--- config.mk ---
export PLATFORM = sky130hd
export DESIGN_NAME = mem_rr_arbiter
export DESIGN_NICKNAME = d
export VERILOG_FILES = /design/src/rtl/mem_rr_arbiter.sv
export SDC_FILE = /design/constraint.sdc
export NUM_CORES = 1
export LEC_CHECK = 0
export BUFFER_PORTS_ARGS = -buffer_cell sky130_fd_sc_hd__buf_2
export CAP_MARGIN = 30
export CELL_PAD_IN_SITES_DETAIL_PLACEMENT = 0
export CELL_PAD_IN_SITES_GLOBAL_PLACEMENT = 1
export CORE_MARGIN = 2
export CORE_UTILIZATION = 34
export CTS_BUF_LIST = sky130_fd_sc_hd__clkbuf_4 sky130_fd_sc_hd__clkbuf_8
export DETAILED_ROUTE_END_ITERATION = 10
export MAX_ROUTING_LAYER = met4
export PLACE_DENSITY_LB_ADDON = 0.12
export SLEW_MARGIN = 20
export SYNTH_ARGS = -nofsm -noshare
export SYNTH_HDL_FRONTEND = slang
export SYNTH_SLANG_ARGS = --single-unit
--- constraint.sdc ---
create_clock -name clk -period 2.91 [get_ports clk]
set_input_delay 0.291 -clock clk [delete_from_list [all_inputs] [get_ports clk]]
set_output_delay 0.291 -clock clk [all_outputs]
set_load 0.02 [all_outputs]
--- src/rtl/mem_rr_arbiter.sv ---
// rtl/mem_rr_arbiter.sv - round-robin arbiter sharing one memory port among CLIENT_CNT clients
module mem_rr_arbiter #(
  parameter  int M_WIDTH    = 8,
  parameter  int CLIENT_CNT = 2,
  localparam int IDX_W      = $clog2(CLIENT_CNT)
) (
  input  logic                            clk,
  input  logic                            rst,
  input  logic [CLIENT_CNT-1:0]           client_requests,
  input  logic [CLIENT_CNT*M_WIDTH-1:0]   client_addrs_packed,
  input  logic [CLIENT_CNT-1:0]           client_wes,
  input  logic [2*CLIENT_CNT-1:0]         client_data_widths_packed,
  input  logic [CLIENT_CNT*M_WIDTH-1:0]   client_data_outs_packed,
  input  logic [M_WIDTH-1:0]              mem_data_in,
  input  logic                            mem_ready,
  output logic                            mem_request,
  output logic [M_WIDTH-1:0]              mem_addr,
  output logic [M_WIDTH-1:0]              mem_data_out,
  output logic [1:0]                      mem_data_width,
  output logic                            mem_we_out,
  output logic [CLIENT_CNT*M_WIDTH-1:0]   client_data_ins_packed,
  output logic [CLIENT_CNT-1:0]           client_readies,
  output logic [IDX_W-1:0]                grant_idx,
  output logic                            busy
);

  typedef enum logic [1:0] {ST_IDLE, ST_ACCESS, ST_DONE} state_t;

  state_t                  state_q, state_d;
  logic [IDX_W-1:0]        grant_idx_q, grant_idx_d;
  logic [IDX_W-1:0]        rr_ptr_q, rr_ptr_d;
  logic                    mem_request_q, mem_request_d;
  logic                    busy_q, busy_d;
  logic [CLIENT_CNT-1:0]   readies_q, readies_d;
  logic [M_WIDTH-1:0]      data_ins_q [CLIENT_CNT];
  logic [M_WIDTH-1:0]      data_ins_d [CLIENT_CNT];

  logic [M_WIDTH-1:0]      addr_a  [CLIENT_CNT];
  logic [M_WIDTH-1:0]      dout_a  [CLIENT_CNT];
  logic [1:0]              width_a [CLIENT_CNT];

  logic [IDX_W-1:0]        winner;
  logic [IDX_W-1:0]        cand_idx;
  logic [IDX_W-1:0]        rr_wrap;
  int                      cand;

  for (genvar i = 0; i < CLIENT_CNT; i++) begin : g_unpack
    assign addr_a[i]  = client_addrs_packed[M_WIDTH*i +: M_WIDTH];
    assign dout_a[i]  = client_data_outs_packed[M_WIDTH*i +: M_WIDTH];
    assign width_a[i] = client_data_widths_packed[2*i +: 2];
    assign client_data_ins_packed[M_WIDTH*i +: M_WIDTH] = data_ins_q[i];
  end

  // Scan from rr_ptr upward (modulo CLIENT_CNT); descending loop leaves the nearest requester
  always_comb begin
    winner   = rr_ptr_q;
    cand     = 0;
    cand_idx = '0;
    for (int k = CLIENT_CNT - 1; k >= 0; k--) begin
      cand     = (int'(rr_ptr_q) + k) % CLIENT_CNT;
      cand_idx = IDX_W'(cand);
      if (client_requests[cand_idx]) begin
        winner = cand_idx;
      end
    end
  end

  // Pointer moves just past the client that finished or aborted
  always_comb begin
    rr_wrap = (grant_idx_q == IDX_W'(CLIENT_CNT - 1)) ? '0 : grant_idx_q + 1'b1;
  end

  // Next-state logic: IDLE -> ACCESS -> DONE -> IDLE, with abort from ACCESS straight to IDLE
  always_comb begin
    state_d       = state_q;
    grant_idx_d   = grant_idx_q;
    rr_ptr_d      = rr_ptr_q;
    mem_request_d = mem_request_q;
    busy_d        = busy_q;
    readies_d     = readies_q;
    data_ins_d    = data_ins_q;
    case (state_q)
      ST_IDLE: begin
        if (|client_requests) begin
          grant_idx_d   = winner;
          state_d       = ST_ACCESS;
          mem_request_d = 1'b1;
          busy_d        = 1'b1;
        end
      end
      ST_ACCESS: begin
        if (!client_requests[grant_idx_q]) begin
          // abort beats a simultaneous mem_ready: nothing latched, no ready pulse
          state_d       = ST_IDLE;
          rr_ptr_d      = rr_wrap;
          mem_request_d = 1'b0;
          busy_d        = 1'b0;
        end else if (mem_ready) begin
          data_ins_d[grant_idx_q] = mem_data_in;
          state_d                 = ST_DONE;
          mem_request_d           = 1'b0;
          readies_d               = '0;
          readies_d[grant_idx_q]  = 1'b1;
        end
      end
      ST_DONE: begin
        if (!client_requests[grant_idx_q]) begin
          state_d   = ST_IDLE;
          rr_ptr_d  = rr_wrap;
          readies_d = '0;
          busy_d    = 1'b0;
        end
      end
      default: begin
        state_d       = ST_IDLE;
        mem_request_d = 1'b0;
        readies_d     = '0;
        busy_d        = 1'b0;
      end
    endcase
  end

  // State and registered outputs; reset abandons any in-flight access at once
  always_ff @(posedge clk or posedge rst) begin
    if (rst) begin
      state_q       <= ST_IDLE;
      grant_idx_q   <= '0;
      rr_ptr_q      <= '0;
      mem_request_q <= 1'b0;
      busy_q        <= 1'b0;
      readies_q     <= '0;
      for (int i = 0; i < CLIENT_CNT; i++) begin
        data_ins_q[i] <= '0;
      end
    end else begin
      state_q       <= state_d;
      grant_idx_q   <= grant_idx_d;
      rr_ptr_q      <= rr_ptr_d;
      mem_request_q <= mem_request_d;
      busy_q        <= busy_d;
      readies_q     <= readies_d;
      data_ins_q    <= data_ins_d;
    end
  end

  // Granted client's fields pass through while busy; write enable only while the request is live
  always_comb begin
    mem_addr       = busy_q ? addr_a[grant_idx_q]  : '0;
    mem_data_out   = busy_q ? dout_a[grant_idx_q]  : '0;
    mem_data_width = busy_q ? width_a[grant_idx_q] : 2'b00;
    mem_we_out     = mem_request_q & client_wes[grant_idx_q];
  end

  assign mem_request    = mem_request_q;
  assign client_readies = readies_q;
  assign grant_idx      = grant_idx_q;
  assign busy           = busy_q;

endmodule
==> impl_metrics.yaml <==
status:
  status: "complete, no violations"
sta:
  maxSlewViolCount: 0
  setup_ws_ns: 0.932
  slew_headroom_pct: 61.2
  clock_skew_ns: 0.00155
  whs_ns: 0.0645
  setup_viol: 0
  fmax_ghz: 0.506
  min_period_ns: 1.98
  finalHoldViolCount: 0
  tightest_slew_ns: 0.581
  grt_setup_unrepaired: "no"
  fin_crit_sh_pct: 68.0
  tns_ns: 0
power:
  switching_power_mw: 1.00
  power_frac_clock_pct: 13.1
  power_frac_seq_pct: 27.7
  p_comb_share_pct: 59.2
  p_int_mw: 1.25
  p_total_mw: 2.25
  p_sw_share_pct: 44.5
  p_leak_nw: 1.09
  max-vdd-ir-drop_mv: 0.627
  power_density_mw_per_mm2: 1110
critical_path:
  path_cells: "buf_4 > mux2i_1 > nor2b_1 > buf_2"
  worstPathMaxFanout: 23
  r2r_slack_ns: 1.13
  crit_path_max_incr_delay_ns: 0.55
  worstSetupStartpointType: "flip-flop"
  worstSetupEndpointType: "output port"
  crit_arrival_ns: 1.69
  path_class: "reg2out"
  required_ns: 2.62
  slowest_stage: "dfrtp_1"
cts:
  cts_root_buffer: "clkbuf_8"
  post_cts_buffers: 0
  cts_buffers: 3
  htree_num_levels: 1
  cts_resized: 0
  ctsHoldBuffers: 0
  clkTransAtPathRegs_ns: 0.09
  clk_path_buf_depth: 2
  clock_sinks: 24
  cts_tree: "yes"
  insertion_delay_ns: 0.27
logic_synthesis:
  syn_area_mm2: 0.00147
  synth_warnings: 0
  syn_avg_cell_area_um2: 11.1
  netlist_instances: 132
  ys_seq_elements: 24
  synth_top_area_cell: "dfrtp_1"
  synth_fp_nets: 187
  synth_cell_types: 29
  yosysSeqAreaShare_pct: 40.9
  synth_top_area_share_pct: 40.9
  ys_top_cells_by_area: "dfrtp_1 41%, mux2i_1 13%, mux2_2 12%, nor2b_1 8.5%, ha_1 3.4%"
global_routing:
  antenna_found_initial: 0
  grt_max_degree: 25
  grt_pass1_wl_mm: 6.49
  gr-total-overflow: 0
  grt_pass1_vias: 1350
  globalRouteTotalUtil_pct: 16.5
finish:
  final_area_mm2: 0.00203
  syn2layout_area_growth_pct: 38.5
  drive_above_1_share_pct: 52.9
  nFillCells: 403
  instances_no_fill: 271
  fin_nets: 277
  final_util_pct: 49.8
  antennaDiodeCount: 0
placement:
  place_congestion: 0.814
  dp_hpwl_mm: 2.96
  dp_cells: 266
  pre_cts_slack_ns: 1.15
  placed_cell_area_mm2: 0.00195
  port-buffer-count: 90
routing:
  routedWlPerCell_um: 14.0
  viasPerCell: 4.81
  initialDrtViolationCount: 40
  drtAntennaViolNets: 0
  dr.pass1.iters: 3
  wl_mm: 3.79
  vias: 1304
  drc_errors: 0
floorplanning:
  initial_core_util_pct: 35.9
  fp.coreArea_mm2: 0.00409
  fp.dieW_um: 69.7
  rows: 23
  die_area_mm2: 0.00486
  die_y_um: 69.7
  ios: 91
hold_path:
  holdCritPathClass: "in2async"
job:
  maxCapViolCount: 0
-- Yosys cell counts, drive strengths merged --
cell     n
a41oi    1
nor2b   21
nor3     2
mux2    17
a22o     3
nand2    3
a21oi    4
o21ai    4
mux2i   20
o22ai    3
a32o     1
ha       4
dfrtp   24
clkbuf   2
buf      5
o32a     1
a31oi    1
and2b    1
nand4    1
nor2     7
nand3    1
inv      6
-- layer usage --
metal | track usage [%] | up-vias | part of all wire (%)
met3 | 3.63 | 2 | 4.7
met4 | 2.78 | 0 | 0.58
met5 | - | - | 0
li1 | - | 642 | -
met1 | 19.4 | 624 | 42
met2 | 29.6 | 36 | 53
-- cells by family (layout without fill, tap and decap cells) --
group | count (synthesis) | in the layout | synth area share [%]
muxes | 37 | 37 | 27.5
adders and majority gates | 4 | 4 | 3.41
DFF | 24 | 24 | 40.9
buffers and inverters | 13 | 102 | 4.35
and+or+nand+nor | 36 | 36 | 15.6
AOI/OAI and AO/OA | 18 | 18 | 8.18
-- registers in the layout (all words and copies together) (netlist names) --
| signal | flops |
|---|---|
| client_data_ins_packed | 16 |
| client_readies | 2 |
| state_q | 2 |
| busy | 1 |
| grant_idx | 1 |
| mem_request | 1 |
| rr_ptr_q | 1 |
-- placed cells by master (no fill, tap or decap), types with 3 or more instances in the layout --
cell and count:
a21oi_1 4, a22o_1 3, buf_2 90, clkbuf_8 3, dfrtp_1 24, ha_1 4
inv_1 6, mux2_2 16, mux2i_1 19, nand2_1 3, nor2_1 7, nor2b_1 20
o21ai_0 3, o22ai_1 3
-- cell type report --
| type | count | area (µm²) | area share (%) |
|---|---|---|---|
| clock buffers | 3 | 41.3 | 2.03 |
| clock inverters | 1 | 30.0 | 1.48 |
| inverters | 6 | 22.5 | 1.11 |
| multi-input cells | 95 | 803 | 39.5 |
| flip-flops and latches | 24 | 601 | 29.5 |
| well taps | 50 | 62.6 | 3.08 |
| repair buffers | 92 | 473 | 23.3 |
-- path summary, 6_finish.rpt --
path                                             from                    endpoint  depth (start not counted)
max                                         grant_idx             mem_data_out[0]                          4
min                                               rst   client_data_ins_packed[3]                          2
max reg2reg                                state_q[1]           client_readies[1]                          6
min reg2reg                client_data_ins_packed[12]  client_data_ins_packed[12]                          1
max in group asynchronous                         rst  client_data_ins_packed[14]                          3
min in group clk                       mem_data_in[4]   client_data_ins_packed[4]                          2
-- power by group through the flow --
stage	Clock, mW	Combinational (mW)	Sequential (mW)
6_report	0.296	1.33	0.624
5_1_grt	0.318	1.45	0.654
4_1_cts	0.304	1.35	0.625
3_5_place_dp	0	1.34	0.629
3_3_place_gp	0	1.31	0.621
2_1_floorplan	0	0.838	0.755
-- worst max-delay path: cells and delay by family, from the launching register on --
family                 cells  cell delay (ns)
buffers and inverters      2             0.56
DFF                        1             0.55
muxes                      1             0.24
and+or+nand+nor            1             0.06
No activity file was read; power rests on OpenSTA's default activity.
